## config.mk

```make
export PLATFORM = sky130hd
export DESIGN_NAME = audio_sample_fetch_master_flat
export DESIGN_NICKNAME = d
export VERILOG_FILES = /design/src/rtl/audio_sample_fetch_master_if.sv /design/src/rtl/audio_sample_fetch_master.sv /design/src/flat_wrapper.sv
export SDC_FILE = /design/constraint.sdc
export NUM_CORES = 1
export LEC_CHECK = 0
export CELL_PAD_IN_SITES_DETAIL_PLACEMENT = 1
export CELL_PAD_IN_SITES_GLOBAL_PLACEMENT = 1
export CORE_MARGIN = 10
export CORE_UTILIZATION = 40
export CTS_BUF_LIST = sky130_fd_sc_hd__clkbuf_4 sky130_fd_sc_hd__clkbuf_8
export CTS_CLUSTER_SIZE = 28
export DETAILED_ROUTE_END_ITERATION = 7
export MAX_ROUTING_LAYER = met4
export PLACE_DENSITY_LB_ADDON = 0.1
export SETUP_SLACK_MARGIN = 0.3
export SYNTH_ARGS = -nofsm -noshare
export SYNTH_HDL_FRONTEND = slang
export SYNTH_SLANG_ARGS = --single-unit
```

## constraint.sdc

```tcl
create_clock -name clock -period 3.8 [get_ports clock]
set_clock_uncertainty 0.1 [all_clocks]
set_input_delay 0.38 -clock clock [delete_from_list [all_inputs] [get_ports clock]]
set_output_delay 0.38 -clock clock [all_outputs]
set_load 0.1 [all_outputs]
```

## src/rtl/audio_sample_fetch_master_if.sv

```systemverilog
`default_nettype none
// ============================================================================
// Module   : audio_sample_fetch_master_if
// Brief    : Avalon-MM read-master bus bundle for the audio sample fetcher.
// Revision : 1.0
// ============================================================================
interface audio_sample_fetch_master_if;
    logic [31:0] m_address;
    logic        m_read;
    logic        m_lock;
    logic        m_waitrequest;
    logic [31:0] m_readdata;
    logic        m_readdatavalid;

    modport master (
        output m_address,
        output m_read,
        output m_lock,
        input  m_waitrequest,
        input  m_readdata,
        input  m_readdatavalid
    );

    modport slave (
        input  m_address,
        input  m_read,
        input  m_lock,
        output m_waitrequest,
        output m_readdata,
        output m_readdatavalid
    );
endinterface
`default_nettype wire

```

## src/rtl/audio_sample_fetch_master.sv

```systemverilog
`default_nettype none
// ============================================================================
// Module   : audio_sample_fetch_master
// Brief    : Pipelined Avalon-MM word fetcher feeding stereo samples to a codec.
// Revision : 1.0
// ============================================================================
module audio_sample_fetch_master #(
    parameter int FIFO_DEPTH = 16,
    parameter int LEN_W      = 24
) (
    input  wire logic                    clock,
    input  wire logic                    reset,
    input  wire logic                    start,
    input  wire logic                    stop,
    input  wire logic [31:0]             base_addr,
    input  wire logic [LEN_W-1:0]        length_words,
    input  wire logic                    loop,
    output logic                         busy,
    output logic                         done,
    output logic                         underrun,
    audio_sample_fetch_master_if.master  m_bus,
    input  wire logic                    sample_req,
    output logic [15:0]                  left_sample,
    output logic [15:0]                  right_sample,
    output logic                         sample_valid
);
    localparam int AW = $clog2(FIFO_DEPTH);
    localparam int CW = AW + 1;

    typedef enum logic [1:0] {
        S_IDLE  = 2'd0,
        S_FETCH = 2'd1,
        S_DRAIN = 2'd2
    } state_t;

    state_t             state_q, state_d;
    logic [31:0]        addr_q, addr_d;
    logic [31:0]        base_q, base_d;
    logic [LEN_W-1:0]   length_q, length_d;
    logic [LEN_W-1:0]   remaining_q, remaining_d;
    logic               loop_q, loop_d;
    logic               stop_pend_q, stop_pend_d;
    logic [CW-1:0]      outstanding_q, outstanding_d;
    logic               done_q, done_d;
    logic               underrun_q, underrun_d;
    logic [15:0]        left_q, left_d;
    logic [15:0]        right_q, right_d;
    logic               sample_valid_q, sample_valid_d;
    logic [AW-1:0]      wr_ptr_q, wr_ptr_d;
    logic [AW-1:0]      rd_ptr_q, rd_ptr_d;
    logic [CW-1:0]      count_q, count_d;
    logic [31:0]        fifo_mem_q [FIFO_DEPTH];

    logic [CW:0]        inflight_level;
    logic               credit;
    logic               rd_cmd;
    logic               accept;
    logic               stalled;
    logic               resp;
    logic               push;
    logic               pop;
    logic               flush;
    logic               clr_underrun;

    // Words already buffered plus words still in flight must fit the FIFO.
    assign inflight_level = {1'b0, count_q} + {1'b0, outstanding_q};
    assign credit         = inflight_level < (CW+1)'(FIFO_DEPTH);
    assign rd_cmd         = (state_q == S_FETCH) && (remaining_q != '0) && credit;
    assign accept         = rd_cmd && !m_bus.m_waitrequest;
    assign stalled        = rd_cmd && m_bus.m_waitrequest;
    assign resp           = m_bus.m_readdatavalid && (outstanding_q != '0) && (state_q != S_IDLE);
    assign push           = resp && (state_q == S_FETCH);
    assign pop            = sample_req && (count_q != '0);

    always_comb begin
        outstanding_d = outstanding_q;
        case ({accept, resp})
            2'b10:   outstanding_d = outstanding_q + CW'(1);
            2'b01:   outstanding_d = outstanding_q - CW'(1);
            default: outstanding_d = outstanding_q;
        endcase
    end

    always_comb begin
        state_d      = state_q;
        addr_d       = addr_q;
        base_d       = base_q;
        length_d     = length_q;
        remaining_d  = remaining_q;
        loop_d       = loop_q;
        stop_pend_d  = stop_pend_q;
        done_d       = 1'b0;
        flush        = 1'b0;
        clr_underrun = 1'b0;

        case (state_q)
            S_IDLE: begin
                if (start && !stop) begin
                    if (length_words != '0) begin
                        base_d       = base_addr & ~32'd3;
                        addr_d       = base_addr & ~32'd3;
                        length_d     = length_words;
                        remaining_d  = length_words;
                        loop_d       = loop;
                        stop_pend_d  = 1'b0;
                        flush        = 1'b1;
                        clr_underrun = 1'b1;
                        state_d      = S_FETCH;
                    end else begin
                        done_d = 1'b1;
                    end
                end
            end
            S_FETCH: begin
                if (accept) begin
                    if ((remaining_q == LEN_W'(1)) && loop_q) begin
                        addr_d      = base_q;
                        remaining_d = length_q;
                    end else begin
                        addr_d      = addr_q + 32'd4;
                        remaining_d = remaining_q - LEN_W'(1);
                    end
                end
                // A stalled command must complete before the abort takes effect.
                if (stop || stop_pend_q) begin
                    if (stalled) begin
                        stop_pend_d = 1'b1;
                    end else begin
                        stop_pend_d = 1'b0;
                        state_d     = S_DRAIN;
                    end
                end else if ((remaining_q == '0) && (outstanding_d == '0)) begin
                    done_d  = 1'b1;
                    state_d = S_IDLE;
                end
            end
            S_DRAIN: begin
                if (outstanding_q == '0) begin
                    flush   = 1'b1;
                    state_d = S_IDLE;
                end
            end
            default: state_d = S_IDLE;
        endcase
    end

    always_comb begin
        wr_ptr_d       = wr_ptr_q + AW'(push);
        rd_ptr_d       = rd_ptr_q + AW'(pop);
        count_d        = count_q + CW'(push) - CW'(pop);
        left_d         = left_q;
        right_d        = right_q;
        sample_valid_d = 1'b0;
        underrun_d     = clr_underrun ? 1'b0 : underrun_q;

        if (pop) begin
            left_d         = fifo_mem_q[rd_ptr_q][31:16];
            right_d        = fifo_mem_q[rd_ptr_q][15:0];
            sample_valid_d = 1'b1;
        end
        if (sample_req && (count_q == '0)) begin
            underrun_d = 1'b1;
        end
        if (flush) begin
            wr_ptr_d = '0;
            rd_ptr_d = '0;
            count_d  = '0;
        end
    end

    always_ff @(posedge clock) begin
        if (reset) begin
            state_q        <= S_IDLE;
            addr_q         <= '0;
            base_q         <= '0;
            length_q       <= '0;
            remaining_q    <= '0;
            loop_q         <= 1'b0;
            stop_pend_q    <= 1'b0;
            outstanding_q  <= '0;
            done_q         <= 1'b0;
            underrun_q     <= 1'b0;
            left_q         <= '0;
            right_q        <= '0;
            sample_valid_q <= 1'b0;
            wr_ptr_q       <= '0;
            rd_ptr_q       <= '0;
            count_q        <= '0;
        end else begin
            state_q        <= state_d;
            addr_q         <= addr_d;
            base_q         <= base_d;
            length_q       <= length_d;
            remaining_q    <= remaining_d;
            loop_q         <= loop_d;
            stop_pend_q    <= stop_pend_d;
            outstanding_q  <= outstanding_d;
            done_q         <= done_d;
            underrun_q     <= underrun_d;
            left_q         <= left_d;
            right_q        <= right_d;
            sample_valid_q <= sample_valid_d;
            wr_ptr_q       <= wr_ptr_d;
            rd_ptr_q       <= rd_ptr_d;
            count_q        <= count_d;
        end
    end

    // Storage array carries no reset; occupancy is governed by the pointers.
    always_ff @(posedge clock) begin
        if (push) begin
            fifo_mem_q[wr_ptr_q] <= m_bus.m_readdata;
        end
    end

    assign m_bus.m_address = addr_q;
    assign m_bus.m_read    = rd_cmd;
    assign m_bus.m_lock    = 1'b0;
    assign busy            = (state_q != S_IDLE);
    assign done            = done_q;
    assign underrun        = underrun_q;
    assign left_sample     = left_q;
    assign right_sample    = right_q;
    assign sample_valid    = sample_valid_q;
endmodule
`default_nettype wire
```

## src/flat_wrapper.sv

```systemverilog
// flat-port wrapper written by rule: the top's interface ports become plain ports
module audio_sample_fetch_master_flat 
#(
    parameter int FIFO_DEPTH = 16,
    parameter int LEN_W      = 24
)
  (clock, reset, start, stop, base_addr, length_words, loop, busy, done, underrun, sample_req, left_sample, right_sample, sample_valid, m_bus_m_address, m_bus_m_read, m_bus_m_lock, m_bus_m_waitrequest, m_bus_m_readdata, m_bus_m_readdatavalid);
  audio_sample_fetch_master_if m_bus_i ();
  input  wire logic clock;
  input  wire logic reset;
  input  wire logic start;
  input  wire logic stop;
  input  wire logic [31:0] base_addr;
  input  wire logic [LEN_W-1:0] length_words;
  input  wire logic loop;
  output logic busy;
  output logic done;
  output logic underrun;
  input  wire logic sample_req;
  output logic [15:0] left_sample;
  output logic [15:0] right_sample;
  output logic sample_valid;
  output wire logic [$bits(m_bus_i.m_address)-1:0] m_bus_m_address;
  output wire logic [$bits(m_bus_i.m_read)-1:0] m_bus_m_read;
  output wire logic [$bits(m_bus_i.m_lock)-1:0] m_bus_m_lock;
  input wire logic [$bits(m_bus_i.m_waitrequest)-1:0] m_bus_m_waitrequest;
  input wire logic [$bits(m_bus_i.m_readdata)-1:0] m_bus_m_readdata;
  input wire logic [$bits(m_bus_i.m_readdatavalid)-1:0] m_bus_m_readdatavalid;
  assign m_bus_m_address = m_bus_i.m_address;
  assign m_bus_m_read = m_bus_i.m_read;
  assign m_bus_m_lock = m_bus_i.m_lock;
  assign m_bus_i.m_waitrequest = m_bus_m_waitrequest;
  assign m_bus_i.m_readdata = m_bus_m_readdata;
  assign m_bus_i.m_readdatavalid = m_bus_m_readdatavalid;
  audio_sample_fetch_master #(.FIFO_DEPTH(FIFO_DEPTH), .LEN_W(LEN_W)) u_core (.clock(clock), .reset(reset), .start(start), .stop(stop), .base_addr(base_addr), .length_words(length_words), .loop(loop), .busy(busy), .done(done), .underrun(underrun), .m_bus(m_bus_i), .sample_req(sample_req), .left_sample(left_sample), .right_sample(right_sample), .sample_valid(sample_valid));
endmodule
```

After elaboration in Yosys (flattened, before gate mapping)
Memory sizes are Yosys's and may differ from the RTL's. A register that Yosys moved wholly into a read port is not among the register bits. Cells that the tools add are included.

Register bits: 135. RAM bits: 512. Output and inout port bits: 70. Memories kept: 1.

Memory list: u_core.fifo_mem_q (depth 16, bits a word 32, rd ports 1, clocked after memory_dff 1, wr ports 1, line audio_sample_fetch_master.sv:52) `logic [31:0] fifo_mem_q [FIFO_DEPTH];`.

Add/sub/neg operators: 9. Magnitude comparators: 1. Equality and inequality tests: 12. Multiplexer cells: 38. Reductions and logical operators: 32.

Operators with widths (count): two-way mux 32 bit (4); two-way mux 24 bit (4); one-hot mux 32 bit (2 select lines) (1); one-hot mux 24 bit (2 select lines) (1); nonzero test 24 bit (2); adder 32 x 3 -> 32 bit (second input constant) (1); == test 24 x 1 -> 1 bit (second input constant) (1); zero test 24 bit (1); subtractor 24 x 1 -> 24 bit (second input constant) (1); two-way mux 1 bit (17); zero test 5 bit (3); logical AND 1 bit (12); two-way mux 2 bit (6); one-hot mux 5 bit (2 select lines) (1); nonzero test 5 bit (2); adder 4 x 1 -> 4 bit (2); != test 2 x 1 -> 1 bit (second input constant) (4); AND reduction 4 bit (2); adder 5 x 5 -> 6 bit (1); less-than comparator 6 x 5 -> 1 bit (second input constant) (1); != test 3 bit (second input constant) (2); one-hot mux 1 bit (2 select lines) (3); one-hot mux 2 bit (3 select lines) (1); nonzero test 2 bit (3); 13 further kinds (16).

Depth between registers and ports, before layout
Word-level depth: 11. Mapped depth: 18.

Worst setup path before layout
Ideal clock, no wire load.

Kind: register to register. Start point: register u_core.state_q[1]. End point: memory u_core.fifo_mem_q[2][0] (enable). Setup time: 0.461 ns. Arrival time: 3.537 ns. Required time: 3.239 ns. Setup slack: -0.298 ns. Cell stages (with the launch flop): 8. Period minus slack after synthesis: 4.098 ns. Cells stage by stage: dfxtp_1 > clkbuf_1 > nand2b_1 > clkbuf_1 > clkbuf_1 > nor2_1 > nand3b_1 > nor3_1.

Longest elaborated chain between the ends: 5.

RTL lines: from (decl) (line audio_sample_fetch_master.sv:36) `state_t state_q, state_d;`; from (signal assigned) (line audio_sample_fetch_master.sv:190) `state_q <= state_d;`; nonzero test 2 bit (line audio_sample_fetch_master.sv:71) `assign resp = m_bus.m_readdatavalid && (outstanding_q != '0) && (state_q != S_IDLE);`; logical AND 1 bit (line audio_sample_fetch_master.sv:71); logical AND 1 bit * (line audio_sample_fetch_master.sv:72) `assign push = resp && (state_q == S_FETCH);`; two-way mux 1 bit * (line audio_sample_fetch_master.sv:211) `if (push) begin`; two-way mux 1 bit (not written as such) * (line audio_sample_fetch_master.sv:212) `fifo_mem_q[wr_ptr_q] <= m_bus.m_readdata;`; to (decl) (line audio_sample_fetch_master.sv:52).

Mark *: on every way between the ends. The rest lies on a longest branch, timed or not.

Worst setup path in the final report
Start point: register u_core.remaining_q[0]. End point: register u_core.state_q[0].

Longest elaborated chain between the ends: 10.

RTL lines: from (decl) (line audio_sample_fetch_master.sv:40) `logic [LEN_W-1:0] remaining_q, remaining_d;`; from (signal assigned) (line audio_sample_fetch_master.sv:194) `remaining_q <= remaining_d;`; nonzero test 24 bit (line audio_sample_fetch_master.sv:68) `assign rd_cmd = (state_q == S_FETCH) && (remaining_q != '0) && credit;`; logical AND 1 bit (2 in series) (line audio_sample_fetch_master.sv:68); logical AND 1 bit (line audio_sample_fetch_master.sv:69) `assign accept = rd_cmd && !m_bus.m_waitrequest;`; == test 2 x 1 -> 1 bit / == test 2 bit (equally long branches) (line audio_sample_fetch_master.sv:77) `case ({accept, resp})`; one-hot mux 5 bit (2 select lines) (line audio_sample_fetch_master.sv:77); zero test 5 bit (line audio_sample_fetch_master.sv:132) `end else if ((remaining_q == '0) && (outstanding_d == '0)) begin`; logical AND 1 bit (line audio_sample_fetch_master.sv:132); != test 3 bit (no source line); AND reduction 5 bit (no source line) *.

Marked as above. A chain may end at the register's enable or synchronous reset.

==> impl_metrics.sql <==
INSERT INTO impl_metrics (metric_group, metric, value, unit) VALUES
('worst_setup_path', 'r2r-end', 'u_core.state_q[0]', ''),
('route', 'total_length_of_routed_wires', '76670', 'µm'),
('final_layout', 'post_layout_cell_count', '3065', ''),
('sta', 'max-slew-margin-rel', '0.2007', ''),
('synth', 'ys_ff_latch', '677', ''),
('die', 'floorplan.die.width', '282.4', 'µm'),
('min_path', 'min_from', 'reset', ''),
('global_route', 'grt_usage', '0.1981', ''),
('pwr', 'power_leakage', '10.62', 'nW'),
('placement', 'place_ws', '0.07551', 'ns'),
('sta', 'hold_violations', '4', ''),
('synth', 'postSynthCellCount', '1836', ''),
('worst_setup_path', 'worst-r2r-cell-count', '15', ''),
('route', 'via_count', '16770', ''),
('synth', 'cell_type_with_the_largest_total_area_after_synthesis', 'edfxtp_1', ''),
('worst_setup_path', 'worst_r2r_setup_slack', '0.18', 'ns'),
('die', 'start_util', '0.4023', ''),
('synth', 'synth_area', '27550', 'µm²'),
('synth', 'seq_area_frac_synth', '0.6781', ''),
('worst_setup_path', 'critPathRequiredTime', '4.33', 'ns'),
('final_layout', 'areaGrowthSynthToFinish', '20.85', '%'),
('clock_tree', 'clock_tree.buffer_depth', '3', ''),
('synth', 'async_flop_share', '0', ''),
('die', 'floorplan_die_area', '79760', 'µm²'),
('sta', 'worst-slew-pin-transition', '1.196', 'ns'),
('clock_tree', 'cts-root-buf', 'clkbuf_8', ''),
('synth', 'ys.flop_type', 'edfxtp_1', ''),
('worst_setup_path', 'critical_path.endpoint_type', 'flop', ''),
('synth', 'netlist-cell-type-count', '55', ''),
('route', 'drt_iter0_drc', '965', ''),
('run', 'drv_cap', '0', ''),
('sta', 'finalSetupViolations', '0', ''),
('outcome', 'violations', 'negative hold slack', ''),
('route', 'routed_wire_length_per_instance', '25.02', 'µm'),
('worst_setup_path', 'rr_startpoint', 'u_core.remaining_q[0]', ''),
('global_route', 'remaining_global_route_overflow', '0', ''),
('die', 'design.portCount', '166', ''),
('final_layout', 'fin_util', '0.4862', ''),
('pwr', 'vdd_drop_max', '0.3011', 'mV'),
('sta', 'holdWs', '-0.03351', 'ns'),
('worst_setup_path', 'critPathKind', 'reg2reg', ''),
('clock_tree', 'cts_tree', 'yes', ''),
('synth', 'syn_area_per_cell', '15.00', 'µm²'),
('placement', 'dp.cells', '2818', ''),
('placement', 'port_buffers', '160', ''),
('sta', 'slew_violations', '0', ''),
('sta', 'rsz0062_at_grt', 'yes', ''),
('clock_tree', 'cts.sinks', '677', ''),
('global_route', 'initial_antenna_violation_count', '6', ''),
('outcome', 'run_status', 'finished, violations left', ''),
('sta', 'finalWorstSetupSlack', '0.1764', 'ns'),
('clock_tree', 'cts_inserted_buffers', '115', ''),
('synth', 'number_of_flops_mapped_to_enable_cells_by_yosys', '512', ''),
('synth', 'ys.warnings.count', '0', ''),
('route', 'antenna_violating_nets_post_route', '0', ''),
('clock_tree', 'clkLatencyLatePin', '0.73', 'ns'),
('route', 'routed_via_density', '5.470', ''),
('min_path', 'hold-path-cell-count', '2', ''),
('worst_setup_path', 'critical_path.max_fanout', '5', ''),
('clock_tree', 'cts_hold_repair.buffers', '9', ''),
('min_path', 'worstHoldEndpoint', 'u_core.state_q[0]', ''),
('global_route', 'grt_pass1_vias', '18320', ''),
('global_route', 'grt_max_degree', '76', ''),
('final_layout', 'design.final.nets', '2195', ''),
('clock_tree', 'cts_max_level', '3', ''),
('final_layout', 'multi_input_gate_area', '8556', 'µm²'),
('clock_tree', 'clk_pin_slew_worst_paths', '0.07', 'ns'),
('die', 'chipHeight', '282.4', 'µm'),
('synth', 'synth_top_cells_by_area', 'edfxtp_1 56%, mux4_2 13%, dfxtp_1 12%, nand2_1 3.0%, a21oi_1 2.3%', ''),
('sta', 'tns', '0', 'ns'),
('route', 'route.detailed.drc', '0', '');
-- Yosys cell counts (all sizes together), types with 2 or more instances --
master / number
o21ai: 39
nand2: 220
a211o: 5
nor4b: 2
nor2: 129
a211oi: 65
xnor2: 28
ha: 21
a21o: 4
nand3b: 4
nor4: 21
dfxtp: 165
o211ai: 8
nand3: 19
inv: 25
a22oi: 2
xor2: 21
a21oi: 127
or4: 7
mux4: 160
o31ai: 4
a311oi: 2
clkbuf: 80
and2: 6
edfxtp: 512
and4: 6
a2111oi: 2
or2: 5
nand4: 11
or3: 7
and3: 7
mux2i: 5
nor3: 54
buf: 41
fa: 2
nand2b: 8
-- per-layer routing --
| metal | GRT usage | wire length (µm) | vias to the layer above |
|---|---|---|---|
| met4 | 0.05510 | 1369 | 0 |
| li1 | - | - | 7586 |
| met5 | - | 0 | - |
| met2 | 0.3331 | 38930 | 348 |
| met1 | 0.2424 | 32870 | 8729 |
| met3 | 0.03744 | 3499 | 103 |
-- flip-flops by register name (all words and copies together), names as in the netlist, 2 cells and up --
register,flops
u_core.outstanding_q,5
u_core.wr_ptr_q,4
u_core.length_q,24
u_core.fifo_mem_q,512
u_core.left_sample,16
u_core.right_sample,16
u_core.m_bus.m_address,30
u_core.rd_ptr_q,4
u_core.state_q,2
u_core.count_q,5
u_core.base_q,30
u_core.remaining_q,24
-- worst max-delay path: stages, from the launching register on --
cell and delay (ns):
dfxtp_4 0.35, inv_4 0.06, ha_4 0.13, or4b_4 0.47, or4_4 0.45, nor3_2 0.12, or3_4 0.16, ha_4 0.19
ha_4 0.21, a21o_1 0.18, a21oi_2 0.14, xnor2_1 0.13, mux2i_1 0.11, a21boi_2 0.18, a311o_1 0.33, a311oi_2 0.20
-- metrics by stage --
step	power, mW	instance area [µm²]
detailed placement	12.16	30680
CTS	18.84	33170
floorplan	11.06	27660
finish	18.57	33290
global route	19.46	33290
global placement	12.11	30680
-- where the power goes --
part	switching, mW	total [mW]	internal (mW)
clock	3.01	6.57	3.57
combinational	2.24	3.63	1.39
sequential	0.211	8.37	8.16
total	5.46	18.6	13.1
-- layout by cell type, fill, tap and decap left out, types with 6 or more instances in the layout --
master,count
clkinv_2,13
and3_1,7
nor3_1,48
buf_12,20
ha_1,17
buf_4,52
xor2_1,21
edfxtp_1,512
nor2_1,116
clkbuf_4,41
xnor2_1,27
a21oi_1,123
and4_1,6
nand4_1,11
dfxtp_1,156
mux4_2,160
clkdlybuf4s50_1,158
diode_2,6
nand2_1,219
o21ai_0,39
or3_1,6
o211ai_1,8
inv_1,22
a211oi_1,64
clkbuf_8,117
nor4_1,21
nor2_4,12
nand3_1,18
clkinv_1,36
nand2b_1,6
dlygate4sd3_1,8
-- cells by family (layout without fill, tap and decap cells) --
| group | after synthesis | count (layout) | share of synthesized area |
|---|---|---|---|
| DFF | 677 | 677 | 0.6781 |
| and+or+nand+nor | 510 | 510 | 0.08285 |
| AOI/OAI and AO/OA | 265 | 266 | 0.05832 |
| muxes | 165 | 165 | 0.1326 |
| buffers and inverters | 146 | 484 | 0.02144 |
| xor gates and xnor gates | 49 | 49 | 0.01558 |
| adders and majority gates | 23 | 23 | 0.01099 |
| other | 1 | 9 | 0.0001361 |
-- worst max-delay path by stage --
stage                        end  slack (ns)  depth (start not counted)             startpoint
2_1_floorplan  u_core.state_q[0]        0.24                         15  u_core.remaining_q[7]
3_3_place_gp   u_core.state_q[0]        0.14                         15  u_core.remaining_q[0]
3_5_place_dp   u_core.state_q[0]        0.08                         15  u_core.remaining_q[0]
4_1_cts        u_core.state_q[0]        0.20                         15  u_core.remaining_q[0]
5_1_grt        u_core.state_q[0]        0.03                         15  u_core.remaining_q[0]
6_report       u_core.state_q[0]        0.18                         15  u_core.remaining_q[0]
-- final cells by class --
class	instances	area share
diodes	6	0.0004510
clock buffers	158	0.05762
clock inverters	60	0.01210
inverters	25	0.002894
multi-input cells	1016	0.2570
flip-flops and latches	677	0.5617
well taps	882	0.03315
repair buffers	241	0.07509
-- repair_timing --
action,in CTS,in global routing
gates resized for setup,9,7
setup buffers,6,6
endpoints found under the setup margin,2,20
pin swaps,4,6
gates cloned,0,2
hold endpoints to repair,16,9
Power figures use the tool's default switching activity.
